## src/rtl/apb4_master_bridge.sv

```systemverilog
// Valid/ready command/response to APB4 master bridge, one transfer in flight.
// Optional ACCESS-phase timeout is enabled with `define APB_TIMEOUT_EN.
module apb4_master_bridge #(
  parameter int ADDR_WIDTH     = 32,
  parameter int DATA_WIDTH     = 32,
  parameter int TIMEOUT_CYCLES = 16
) (
  input  logic                    PCLK,
  input  logic                    PRESET,
  input  logic                    cmd_valid,
  output logic                    cmd_ready,
  input  logic                    cmd_write,
  input  logic [ADDR_WIDTH-1:0]   cmd_addr,
  input  logic [DATA_WIDTH-1:0]   cmd_wdata,
  input  logic [DATA_WIDTH/8-1:0] cmd_strb,
  input  logic [2:0]              cmd_prot,
  output logic                    rsp_valid,
  input  logic                    rsp_ready,
  output logic [DATA_WIDTH-1:0]   rsp_rdata,
  output logic                    rsp_err,
  output logic                    rsp_timeout,
  output logic                    PSEL,
  output logic                    PENABLE,
  output logic                    PWRITE,
  output logic [ADDR_WIDTH-1:0]   PADDR,
  output logic [DATA_WIDTH-1:0]   PWDATA,
  output logic [DATA_WIDTH/8-1:0] PSTRB,
  output logic [2:0]              PPROT,
  input  logic                    PREADY,
  input  logic                    PSLVERR,
  input  logic [DATA_WIDTH-1:0]   PRDATA
);

  typedef enum logic [1:0] {IDLE, SETUP, ACCESS, RESP} state_t;

  state_t state, state_next;
  logic   done, abort;

  logic                    cmd_ready_d, rsp_valid_d, rsp_err_d, rsp_timeout_d;
  logic [DATA_WIDTH-1:0]   rsp_rdata_d, pwdata_d;
  logic                    psel_d, penable_d, pwrite_d;
  logic [ADDR_WIDTH-1:0]   paddr_d;
  logic [DATA_WIDTH/8-1:0] pstrb_d;
  logic [2:0]              pprot_d;

  assign done = (state == ACCESS) && PREADY;

`ifdef APB_TIMEOUT_EN
  localparam logic [7:0] LIMIT = 8'(TIMEOUT_CYCLES - 1);
  logic [7:0] wait_cnt;

  always_ff @(posedge PCLK or posedge PRESET) begin
    if (PRESET)
      wait_cnt <= '0;
    else if (state == SETUP)
      wait_cnt <= '0;
    else if (state == ACCESS && !PREADY)
      wait_cnt <= wait_cnt + 8'd1;
  end

  // Abort on the TIMEOUT_CYCLES-th consecutive wait; PREADY on that cycle wins.
  assign abort = (state == ACCESS) && !PREADY && (wait_cnt == LIMIT);
`else
  logic [31:0] unused_timeout_cycles;
  assign unused_timeout_cycles = 32'(TIMEOUT_CYCLES);
  assign abort = 1'b0;
`endif

  always_ff @(posedge PCLK or posedge PRESET) begin
    if (PRESET) state <= IDLE;
    else        state <= state_next;
  end

  always_comb begin
    state_next = state;
    case (state)
      IDLE:    if (cmd_valid) state_next = SETUP;
      SETUP:   state_next = ACCESS;
      ACCESS:  if (done || abort) state_next = RESP;
      RESP:    if (rsp_ready) state_next = IDLE;
      default: state_next = IDLE;
    endcase
  end

  always_comb begin
    cmd_ready_d   = (state_next == IDLE);
    rsp_valid_d   = rsp_valid;
    rsp_rdata_d   = rsp_rdata;
    rsp_err_d     = rsp_err;
    rsp_timeout_d = rsp_timeout;
    psel_d        = PSEL;
    penable_d     = PENABLE;
    pwrite_d      = PWRITE;
    paddr_d       = PADDR;
    pwdata_d      = PWDATA;
    pstrb_d       = PSTRB;
    pprot_d       = PPROT;
    case (state)
      IDLE: begin
        if (cmd_valid) begin
          paddr_d  = cmd_addr;
          pwrite_d = cmd_write;
          pwdata_d = cmd_wdata;
          pstrb_d  = cmd_write ? cmd_strb : '0;
          pprot_d  = cmd_prot;
          psel_d   = 1'b1;
        end
      end
      SETUP: penable_d = 1'b1;
      ACCESS: begin
        if (done) begin
          rsp_rdata_d   = PWRITE ? '0 : PRDATA;
          rsp_err_d     = PSLVERR;
          rsp_timeout_d = 1'b0;
          rsp_valid_d   = 1'b1;
          psel_d        = 1'b0;
          penable_d     = 1'b0;
        end else if (abort) begin
          rsp_rdata_d   = '0;
          rsp_err_d     = 1'b1;
          rsp_timeout_d = 1'b1;
          rsp_valid_d   = 1'b1;
          psel_d        = 1'b0;
          penable_d     = 1'b0;
        end
      end
      RESP: begin
        if (rsp_ready) begin
          rsp_valid_d   = 1'b0;
          rsp_err_d     = 1'b0;
          rsp_timeout_d = 1'b0;
        end
      end
      default: ;
    endcase
  end

  always_ff @(posedge PCLK or posedge PRESET) begin
    if (PRESET) begin
      cmd_ready   <= 1'b1;
      rsp_valid   <= 1'b0;
      rsp_rdata   <= '0;
      rsp_err     <= 1'b0;
      rsp_timeout <= 1'b0;
      PSEL        <= 1'b0;
      PENABLE     <= 1'b0;
      PWRITE      <= 1'b0;
      PADDR       <= '0;
      PWDATA      <= '0;
      PSTRB       <= '0;
      PPROT       <= '0;
    end else begin
      cmd_ready   <= cmd_ready_d;
      rsp_valid   <= rsp_valid_d;
      rsp_rdata   <= rsp_rdata_d;
      rsp_err     <= rsp_err_d;
      rsp_timeout <= rsp_timeout_d;
      PSEL        <= psel_d;
      PENABLE     <= penable_d;
      PWRITE      <= pwrite_d;
      PADDR       <= paddr_d;
      PWDATA      <= pwdata_d;
      PSTRB       <= pstrb_d;
      PPROT       <= pprot_d;
    end
  end

endmodule

```

## config.mk

```make
export PLATFORM = sky130hd
export DESIGN_NAME = apb4_master_bridge
export DESIGN_NICKNAME = d
export VERILOG_FILES = /design/src/rtl/apb4_master_bridge.sv
export SDC_FILE = /design/constraint.sdc
export NUM_CORES = 1
export LEC_CHECK = 0
export CORE_MARGIN = 3
export CORE_UTILIZATION = 41
export CTS_BUF_LIST = sky130_fd_sc_hd__clkbuf_8
export CTS_CLUSTER_DIAMETER = 80
export DETAILED_ROUTE_END_ITERATION = 16
export PLACE_DENSITY = 0.88
export SLEW_MARGIN = 20
export SYNTH_ARGS = -nofsm -noshare
export SYNTH_HDL_FRONTEND = slang
export SYNTH_SLANG_ARGS = --single-unit
export TNS_END_PERCENT = 10
```

## constraint.sdc

```tcl
create_clock -name PCLK -period 4.3 [get_ports PCLK]
set_clock_uncertainty 0.1 [all_clocks]
set_input_delay 0.43 -clock PCLK [delete_from_list [all_inputs] [get_ports PCLK]]
set_output_delay 0.43 -clock PCLK [all_outputs]
set_load 0.01 [all_outputs]
```

* Word-level counts from Yosys, hierarchy flattened
Index checks and enable logic that the tools add are counted.
** Storage, ports and cells
- Input bits :: 110
- Logic and storage cells :: 46
- Bits in registers :: 112
- Output and inout port bits :: 110
** Operators by class
- Muxes and demuxes :: 16
- Reduce and logical (&&, ||, !) cells :: 11
- Equality and inequality tests :: 6
** Operators with widths (number)
- 2-to-1 mux 32 bit :: 1
- one-hot mux 1 bit (2 select lines) :: 5
- one-hot mux 2 bit (4 select lines) :: 1
- 2-to-1 mux 2 bit :: 3
- inequality test 2 bit, second input constant :: 3
- AND reduction 2 bit :: 3
- AND reduction 3 bit :: 2
- nonzero test 2 bit :: 3
- 2-to-1 mux 1 bit :: 5
- equality test 2 bit, second input constant :: 2
- logical NOT 2 bit :: 2
- 2-to-1 mux 4 bit :: 1
- equality test 2 x 1 -> 1 bit, second input constant :: 1
- logical AND 1 bit :: 1

* Longest topological paths before layout
Gate-level depths: netlist (run 1).
- Depth in word-level cells :: 5
- Depth in mapped cells :: 5
- Mapped depth without buffers :: 3

* Least setup slack after synthesis (run 1)
OpenSTA, ideal clock, no wires.
- Kind :: input-to-reg
- From :: input cmd_valid
- To :: register PWDATA[13]
- Library setup time :: 0.127 ns
- Path slack :: 2.779 ns
- Cell stages on the path :: 4
- Arrival :: 1.294 ns
- Cells stage by stage :: nor3b_2 > buf_4 > buf_4 > mux2_1
** Between the ends
- Longest elaborated chain between the ends :: 1
** Ends and longest elaborated chain
- start, declared :: RTL line 10 : input logic cmd_valid,
- AND reduction 2 bit (no source line)
- end signal, assigned :: RTL line 162 : PWDATA <= pwdata_d;
- end, declared :: RTL line 26 : output logic [DATA_WIDTH-1:0] PWDATA,
Every way passes these cells.
A chain may end at the register's enable or synchronous reset.

* Final worst setup path (run 1)
- From :: register PWRITE
- To :: output PWRITE
** RTL lines
- start, declared :: RTL line 24 : output logic PWRITE,
- start signal, assigned :: RTL line 160 : PWRITE <= pwrite_d;
No word-level cell between the ends.

==> run metrics, run 1 <==
status=finished clean; YS warnings=0; antenna violation net count after detailed routing=0; first-pass GRT wire length=17560 um; IO Pins=220; Post-route DRC=0; PwrDens=approximately 670 nW/um2; VDD IR max=about 350 uV; largest net degree at the start of global routing=between 60 and 70; ANT cells=0; DPL Wire Length=8622 um; number of CTS-inserted buffers=9; Post-Syn Area per Cell=approximately 13 um2; H-tree lvl count=3; # rows=36; Total GRT Usage=about a fifth; drt wl/cell=~17 um; cell family contributing the most delay on the critical path=flip-flops; Final Critical Period=around 2.5 ns; initial antenna violation count=0; initial core utilization=approximately 43%; FF-to-FF Start=state[1]$_DFF_PP0_; Bufs and invs on worst path=1; Total Routed Length=about 11000 um; Setup crit end kind=output port; Hold Vio Cnt, Final=0; CP required=3.77 ns; final setup violation count=0; CTS tree=yes; root buffer cell=clkbuf_8; RD Place Congestion=around 0.75; Worst Tran Pin Value=0.8475 ns; drt via density=approximately 4.7; # port buffers=between 200 and 250; ratio of cells with drive above 1 in the final layout=10.51%; Post-CTS Setup Inserts=0; Leak=about 2.9 nW; NumNets Final=roughly 660; crit-path cells=clkdlybuf4s50_1; type of the most critical hold path=in -> async; final setup TNS=0 ns; cts hold-fix bufs=0; total die area=around 12000 um2; final instance area=between 6000 and 7000 um2; Vias=3234; critical path startpoint category=flop; Yosys cell types=24; placed cells=about 670; die height=108.9 um; Tot Pwr=around 4.5 mW; vias in the first global route=3471; Starting DRT DRC Count=127; post-cts resize count=0; Critical Path Fanout Max=34; max-slew violations=0; CTS Sinks=about 110; Area after DPL=between 6000 and 7000 um2; R2R cell count=3; P&R area growth vs syn=57.22%; total core area=between 10000 and 15000 um2; delay of the slowest critical-path stage=about 0.9 ns; Final Instance Count excl. Fillers=between 600 and 700; CP max-delay cell=dfrtp_1; clk_lat worst skew=approximately 0.35 ns; Setup CP Type=reg -> out; Die W=about 110 um; reg2reg end=PADDR[28]$_DFFE_PP0P_; gr ovfl total=0; Layout fillers=approximately 730; crit path launch=PWRITE$_DFFE_PP0P_; clock slew at reported path FFs=~0.1 ns; period utilization=between 50% and 60%; Slew HR=43.50%; post-synthesis cell area=4343 um2; Post-Synthesis Cells=between 300 and 400; Max Root-Sink Buffers=2; Final Hold Slack=about 0.35 ns; max-cap viol count=0; crit path DAT=roughly 2 ns; synthesis-stage register bit count=between 100 and 150; R2R setup slack=2.10 ns; RSZ-0062 raised after global routing=no; Pre-antenna DRT Iters=5; Mapped Nets=444; post-synthesis sequential area ratio=63.99%; Peak Freq=a little over 0.4 GHz
## flip-flops by register name, summed over array words and instances (netlist names)
| signal | count |
|---|---|
| PENABLE | 1 |
| cmd_ready | 1 |
| PWDATA | 32 |
| rsp_rdata | 32 |
| PWRITE | 1 |
| rsp_err | 1 |
| PSEL | 1 |
| rsp_valid | 1 |
| PSTRB | 4 |
| PPROT | 3 |
| state | 2 |
| PADDR | 32 |
## worst max path at each step
stage,endpoint,cells after the start,slack [ns]
finish,PWRITE,1,1.82
global route,PWRITE,1,1.68
CTS,PWRITE,1,1.80
detailed placement,PWDATA[8]$_DFFE_PP0P_,4,1.69
global placement,PWDATA[9]$_DFFE_PP0P_,4,1.74
floorplan,PADDR[0]$_DFFE_PP0P_,1,0.84
## layout by cell type, fill, tap and decap left out
| cell | count |
|---|---|
| o21ai_0 | 40 |
| mux2_2 | 36 |
| o22ai_1 | 1 |
| nand2b_1 | 32 |
| buf_4 | 3 |
| nand2_1 | 36 |
| mux2i_1 | 1 |
| mux2_1 | 32 |
| nor3b_4 | 1 |
| dfstp_2 | 1 |
| nand3_1 | 5 |
| o21a_1 | 1 |
| nand3b_1 | 1 |
| inv_4 | 1 |
| bufinv_16 | 1 |
| conb_1 | 1 |
| a21oi_1 | 5 |
| o2bb2ai_1 | 1 |
| clkbuf_8 | 10 |
| inv_6 | 1 |
| buf_12 | 1 |
| and3_1 | 1 |
| o31ai_1 | 1 |
| clkinv_2 | 2 |
| dfrtp_1 | 110 |
| inv_1 | 8 |
| clkdlybuf4s50_1 | 218 |
| clkinvlp_4 | 1 |
## per-layer routing
| metal | global-route usage (%) | vias to the layer above | routed length (um) |
|---|---|---|---|
| met5 | 0 | - | 0 |
| met2 | 34.17 | 130 | 6066 |
| met3 | 5.684 | 19 | 959 |
| li1 | - | 1537 | - |
| met1 | 21.62 | 1548 | 4086 |
| met4 | 7.304 | 0 | 229 |
## kinds of logic (layout without fill, tap and decap cells)
family | Yosys count | in the layout | synth area share (%)
buffers and inverters | 28 | 246 | 3.284
DFF | 111 | 111 | 63.99
other | 1 | 1 | 0.08635
muxes | 69 | 69 | 17.86
AOI/OAI and AO/OA | 49 | 49 | 5.877
and+or+nand+nor | 76 | 76 | 8.902
## power by group
group	leakage (nW)	switching, mW	internal (mW)
clock	0.104	0.339	0.284
combinational	1.40	0.802	1.27
sequential	1.36	0.316	1.53
total	2.86	1.46	3.09
## cell usage after synthesis, drive strengths merged
cell	n	area, um2
a21oi	5	25.02
dfrtp	110	2753
clkbuf	10	37.54
nand2	36	135.1
conb	1	3.750
o31ai	1	7.510
inv	8	30.03
mux2	68	765.7
and3	1	6.260
mux2i	1	10.01
o22ai	1	6.260
o2bb2ai	1	8.760
nor3b	1	12.51
buf	10	75.06
dfstp	1	26.28
nand3b	1	7.510
o21a	1	7.510
nand3	5	25.02
o21ai	40	200.2
nand2b	32	200.2
## through the flow
step,utilization (%),setup WS (ns)
6_report,67.97,1.817
3_3_place_gp,66.01,1.744
3_5_place_dp,66.01,1.694
4_1_cts,67.97,1.796
2_1_floorplan,-,0.8410
5_1_grt,67.97,1.681
## area by class of cell
| cell class | count | area [um2] | area share [%] |
|---|---|---|---|
| multi-input cells | 195 | 1428 | 20.91 |
| well taps | 133 | 166.4 | 2.437 |
| inverters | 8 | 32.53 | 0.4765 |
| repair buffers | 222 | 2225 | 32.58 |
| flip-flops and latches | 111 | 2779 | 40.70 |
| clock buffers | 10 | 137.6 | 2.016 |
| clock inverters | 6 | 60.06 | 0.8796 |
Power figures use the tool's default switching activity.
==> run 2: changes to the inputs <==
==> constraint.sdc (replaced) <==
create_clock -name PCLK -period 2.3 [get_ports PCLK]
set_clock_uncertainty 0.1 [all_clocks]
set_input_delay 0.23 -clock PCLK [delete_from_list [all_inputs] [get_ports PCLK]]
set_output_delay 0.23 -clock PCLK [all_outputs]
set_load 0.01 [all_outputs]
==> run 2 against run 1 <==
Hold slack got worse by 0.15 ns. First-iteration DRC count is 24% higher. Critical path depth up 2. Worst setup slack lost 1.4 ns. Cell count is 0.44% higher. Via count is 2.6% higher. Non-clock buffer count is 3 higher. Count of clock-buffer cells in the layout grew 1. Die area stayed put. Total power grew 88%. Sequential cell count stayed put. Final area is 1.0% higher. Critical path type is now reg -> reg. Largest cell class unchanged. Highest routed layer unchanged.
==> run metrics, run 2 (synthesis gave the netlist of run 1 again) <==
vias in the first global route=3455 (was 3471); ratio of cells with drive above 1 in the final layout=11.17% (was 10.51%); Slew HR=56.80% (was 43.50%); die height=108.9 um (unchanged); Tot Pwr=8.552 mW (was 4.547 mW); post-cts resize count=0 (unchanged); cell family contributing the most delay on the critical path=flip-flops (unchanged); Total Routed Length=11030 um (was 11340 um); drt wl/cell=16.04 um (was 16.56 um); final setup violation count=0 (unchanged); Final Critical Period=1.840 ns; combinational share of power=46.3% (was 45.7%); P_sw=2.709 mW (was 1.457 mW); P&R area growth vs syn=58.86% (was 57.22%); type of the most critical hold path=in -> async (unchanged); CP required=2.44 ns (was 3.77 ns); Leak=2.892 nW (was 2.865 nW); largest net degree at the start of global routing=67 (was 65); Worst Tran Pin Value=0.6466 ns (was 0.8475 ns); Setup crit end kind=flop (was output port); CTS Sinks=111 (unchanged); Max Root-Sink Buffers=2 (unchanged); DPL Wire Length=8344 um (was 8622 um); sequential power share=39.7% (was 40.6%); most common cell after layout, fill and taps aside=clkdlybuf4s50_1 (unchanged); IO Pins=220 (unchanged); Bufs and invs on worst path=1 (unchanged); clock network power share=14.0% (was 13.7%); ANT cells=0 (unchanged); initial core utilization=43.24% (unchanged); VDD IR max=701.1 uV (was 347.9 uV); Setup CP Type=reg -> reg (was reg -> out); Post-route DRC=0 (unchanged); Critical Path Fanout Max=66 (was 34); root buffer cell=clkbuf_8 (unchanged); Pre-antenna DRT Iters=4 (was 5); # rows=36 (unchanged); drt via density=4.823 (was 4.721); CP max-delay cell=dfrtp_1 (unchanged); crit path DAT=1.98 ns (was 1.95 ns); R2R setup slack=0.46 ns (was 2.10 ns); crit-path cells=nor3b_4 -> buf_12 -> mux2_1 (was clkdlybuf4s50_1); CTS tree=yes (unchanged); PwrDens=1240 nW/um2 (was 665.9 nW/um2); Sw Share=31.67% (was 32.04%); cts hold-fix bufs=0 (unchanged); # port buffers=218 (unchanged); max-slew violations=0 (unchanged); total core area=10040 um2 (unchanged); Hold Vio Cnt, Final=0 (unchanged); total die area=11860 um2 (unchanged); max-cap viol count=0 (unchanged); gr ovfl total=0 (unchanged); Peak Freq=around 0.54 GHz; status=finished clean (unchanged); Die W=108.9 um (unchanged); RSZ-0062 raised after global routing=no (unchanged); Internal=5.843 mW (was 3.090 mW); final setup TNS=0 ns (unchanged); RD Place Congestion=0.8035 (was 0.7477); Starting DRT DRC Count=157 (was 127); clk_lat worst skew=0.36 ns (was 0.35 ns); area of the multi-input gates=1428 um2 (unchanged); Post-CTS Setup Inserts=0 (unchanged); delay of the slowest critical-path stage=0.55 ns (was 0.90 ns); critical path startpoint category=flop (unchanged); Top Registers=PADDR (32), PWDATA (32), rsp_rdata (32) (unchanged); H-tree lvl count=3 (unchanged); antenna violation net count after detailed routing=0 (unchanged); Layout fillers=718 (was 734); FF/Latch Area=2779 um2 (unchanged); most frequent cells in the layout=clkdlybuf4s50_1, dfrtp_1, o21ai_0, mux2_2, nand2_1 (unchanged); NumNets Final=660 (was 657); clock slew at reported path FFs=0.10 ns (about the same); number of CTS-inserted buffers=9 (unchanged); first-pass GRT wire length=17390 um (was 17560 um); initial antenna violation count=0 (unchanged); Vias=3318 (was 3234); period utilization=80.02%; Total GRT Usage=19.11% (was 19.21%)
## run 2: cell types whose count changed in the layout (fill, tap and decap cells not counted), sizes merged
cell and change:
inv -3, clkbuf +1, clkinv +1, clkinvlp +1
buf +3
## run 2: layout make-up
| cell class | instances | area share, % |
|---|---|---|
| Clock inverter | 5 | 0.8161 |
| Timing Repair Buffer | 225 | 33.12 |
| Inverter | 8 | 0.4897 |
| Multi-Input combinational cell | 195 | 20.69 |
| Tap cell | 133 | 2.412 |
| Clock buffer | 11 | 2.194 |
| Sequential cell | 111 | 40.28 |
## run 2: path summary, 6_finish.rpt
kind / cells after the start / to / from
min: 2 / PADDR[12]$_DFFE_PP0P_ / PRESET
min reg2reg: 2 / rsp_rdata[10]$_DFFE_PP0P_ / rsp_rdata[10]$_DFFE_PP0P_
min in group PCLK: 3 / rsp_rdata[7]$_DFFE_PP0P_ / PRDATA[7]
max: 3 / PWDATA[29]$_DFFE_PP0P_ / state[1]$_DFF_PP0_
max reg2reg: 3 / PWDATA[29]$_DFFE_PP0P_ / state[1]$_DFF_PP0_
max in group asynchronous: 3 / cmd_ready$_DFF_PP1_ / PRESET
## run 2: layer usage
metal  wire length, um  share of wire (%)  global-route usage [%]
met5                 0                  0                       0
met4               240                2.2                   8.115
met3               950                8.6                   5.625
met2              5834                 53                   34.25
met1              4009                 36                   20.93
## run 2: power groups by stage
stage / logic [mW] / clock network (mW) / registers, mW
global placement: 3.90 / 0 / 3.38
finish: 3.96 / 1.20 / 3.40
floorplan: 1.27 / 0 / 3.78
global route: 4.28 / 1.31 / 3.53
CTS: 4.03 / 1.23 / 3.41
detailed placement: 4.01 / 0 / 3.44
## run 2: per-stage QoR
stage          hold WS [ns]  std cells  area, um2  setup WS, ns  util (%)
4_1_cts              0.2133        688       6899        0.4630     68.68
2_1_floorplan        0.1823        334       4347        0.6274         -
5_1_grt              0.2362        688       6899        0.3691     68.68
6_report             0.2007        688       6899        0.4595     68.68
3_5_place_dp         0.3713        672       6691        0.2844     66.62
3_3_place_gp         0.3642        672       6691        0.3413     66.62
==> run 3: changes to the inputs <==
--- a/config.mk
+++ b/config.mk
@@ -6,11 +6,11 @@
 export NUM_CORES = 1
 export LEC_CHECK = 0
 export CORE_MARGIN = 3
-export CORE_UTILIZATION = 41
+export CORE_UTILIZATION = 37
 export CTS_BUF_LIST = sky130_fd_sc_hd__clkbuf_8
 export CTS_CLUSTER_DIAMETER = 80
 export DETAILED_ROUTE_END_ITERATION = 16
-export PLACE_DENSITY = 0.88
+export PLACE_DENSITY = 0.84
 export SLEW_MARGIN = 20
 export SYNTH_ARGS = -nofsm -noshare
 export SYNTH_HDL_FRONTEND = slang
==> constraint.sdc (replaced) <==
create_clock -name PCLK -period 1.6 [get_ports PCLK]
set_clock_uncertainty 0.1 [all_clocks]
set_input_delay 0.16 -clock PCLK [delete_from_list [all_inputs] [get_ports PCLK]]
set_output_delay 0.16 -clock PCLK [all_outputs]
set_load 0.01 [all_outputs]
==> run 3 against run 2 <==
Sequential share of layout area decreased by 0.74 points. Count of clock-buffer cells in the layout down 2. Maximum frequency up 17%. Hold slack got worse by 0.040 ns. Final area up 1.9%. Sequential cell count stayed put. Core utilization decreased by 5.8 points. Clock power grew 36%. Via count unchanged. Cell count rose by 2.2%. Global-route usage decreased by 1.6 points. Combinational power up 47%.
==> run metrics, run 3 (synthesis gave the netlist of run 1 again) <==
status=finished clean (unchanged); Total GRT Usage=17.52% (was 19.11%); H-tree lvl count=3 (unchanged); root buffer cell=clkbuf_8 (unchanged); Vias=3318 (unchanged); final setup TNS=0 ns (unchanged); drt wl/cell=16.39 um (was 16.04 um); period utilization=97.94% (was 80.02%); Critical Path Fanout Max=21 (was 66); met2 wire length=6005 um (was 5834 um); type of the most critical hold path=in -> async (unchanged); RD Place Congestion=0.7981 (was 0.8035); largest net degree at the start of global routing=65 (was 67); ANT cells=0 (unchanged); RSZ-0062 raised after global routing=yes (was no); PwrDens=1742 nW/um2 (was 1240 nW/um2); Total Routed Length=11520 um (was 11030 um); total core area=11170 um2 (was 10040 um2); Max Root-Sink Buffers=2 (unchanged); crit path launch=state[1]$_DFF_PP0_ (unchanged); Post-route DRC=0 (unchanged); cts hold-fix bufs=0 (unchanged); max-cap viol count=0 (unchanged); CP required=1.74 ns (was 2.44 ns); # rows=38 (was 36); Hold Vio Cnt, Final=0 (unchanged); Final Hold Slack=0.1606 ns (was 0.2007 ns); delay of the slowest critical-path stage=0.42 ns (was 0.55 ns); initial core utilization=38.87% (was 43.24%); NumNets Final=669 (was 660); Leak=3.181 nW (was 2.892 nW); placed cells=684 (was 672); ratio of cells with drive above 1 in the final layout=12.43% (was 11.17%); initial antenna violation count=0 (unchanged); gr ovfl total=0 (unchanged); Setup CP Type=reg -> reg (unchanged); Setup crit end kind=flop (unchanged); Starting DRT DRC Count=167 (was 157); Peak Freq=0.6382 GHz (was 0.5433 GHz); IO Pins=220 (unchanged); clock slew at reported path FFs=0.10 ns (about the same); drt via density=4.720 (was 4.823); Top Registers=PADDR (32), PWDATA (32), rsp_rdata (32) (unchanged); Final Instance Count excl. Fillers=703 (was 688); crit-path cells=nor3b_4 -> buf_4 -> clkbuf_16 -> mux2_2 (was nor3b_4 -> buf_12 -> mux2_1); # port buffers=218 (unchanged); CTS Sinks=111 (unchanged); Final Critical Period=1.567 ns (was 1.840 ns); met3 wire length=966 um (was 950 um); Top Layer Used=met4 (unchanged); total die area=13070 um2 (was 11860 um2); number of CTS-inserted buffers=9 (unchanged); crit path DAT=1.71 ns (was 1.98 ns); antenna violation net count after detailed routing=0 (unchanged); die height=114.3 um (was 108.9 um); first-pass GRT wire length=17980 um (was 17390 um); CTS tree=yes (unchanged); max-slew violations=0 (unchanged); most common cell after layout, fill and taps aside=clkdlybuf4s50_1 (unchanged); DPL Wire Length=8784 um (was 8344 um); Metal-1 WL=4396 um (was 4009 um); Pre-antenna DRT Iters=4 (unchanged); Die W=114.3 um (was 108.9 um); VDD IR max=915.2 uV (was 701.1 uV); clk_lat worst skew=0.35 ns (was 0.36 ns); FF-to-FF Start=state[1]$_DFF_PP0_ (unchanged); P&R area growth vs syn=61.83% (was 58.86%); most frequent cells in the layout=clkdlybuf4s50_1, dfrtp_1, o21ai_0, mux2_2, nand2_1 (unchanged); vias in the first global route=3568 (was 3455); critical path startpoint category=flop (unchanged); CP max-delay cell=dfrtp_1 (unchanged); final setup violation count=0 (unchanged)
run 3: worst paths after layout:
check / end / slack [ns] / depth (start not counted)
max in group asynchronous: cmd_ready$_DFF_PP1_ / 0.95 / 3
worst max register to register: PWDATA[6]$_DFFE_PP0P_ / 0.03 / 4
worst min-delay path: rsp_rdata[9]$_DFFE_PP0P_ / 0.16 / 3
worst max-delay path: PWDATA[6]$_DFFE_PP0P_ / 0.03 / 4
min in group PCLK: rsp_rdata[22]$_DFFE_PP0P_ / 0.26 / 3
worst min register to register: rsp_rdata[6]$_DFFE_PP0P_ / 0.39 / 2
run 3: power breakdown:
group	internal [mW]	switching [mW]	total, mW
sequential	4.12	0.689	4.81
combinational	3.49	2.32	5.81
clock	0.714	0.913	1.63
run 3: layer usage:
layer,global-route usage [%],vias to the layer above
met5,0,-
li1,-,1567
met3,4.863,14
met1,20.57,1606
met2,31.03,131
met4,5.622,0
run 3: repair_timing:
item | in CTS | in global routing
pin swaps | 0 | 1
cloned | 0 | 1
buffers inserted | 0 | 3
gates resized for setup | 1 | 23
setup endpoints to repair | 1 | 80
run 3: critical path, delay by kind of cell (launching register included):
family / cells / cell delay, ns
flops: 1 / 0.42
buf+inv: 2 / 0.36
mux: 1 / 0.34
simple gates: 1 / 0.24
run 3: stage by stage:
stage	worst slack, ns	total power [mW]	utilization [%]	cell area (um2)
floorplan	-0.002648	7.254	-	4347
global route	-0.03989	13.08	62.90	7028
detailed placement	-0.2302	10.80	60.30	6738
finish	0.03303	12.25	62.90	7028
global placement	-0.2170	10.54	60.30	6738
CTS	0.0005015	12.44	61.95	6922
run 3: cell type report:
type,instances,area [um2]
inverters,8,33.78
well taps,140,175.2
clock inverters,6,61.31
flip-flops and latches,111,2779
multi-input cells,195,1428
clock buffers,9,123.9
fillers,863,4145
repair buffers,234,2427
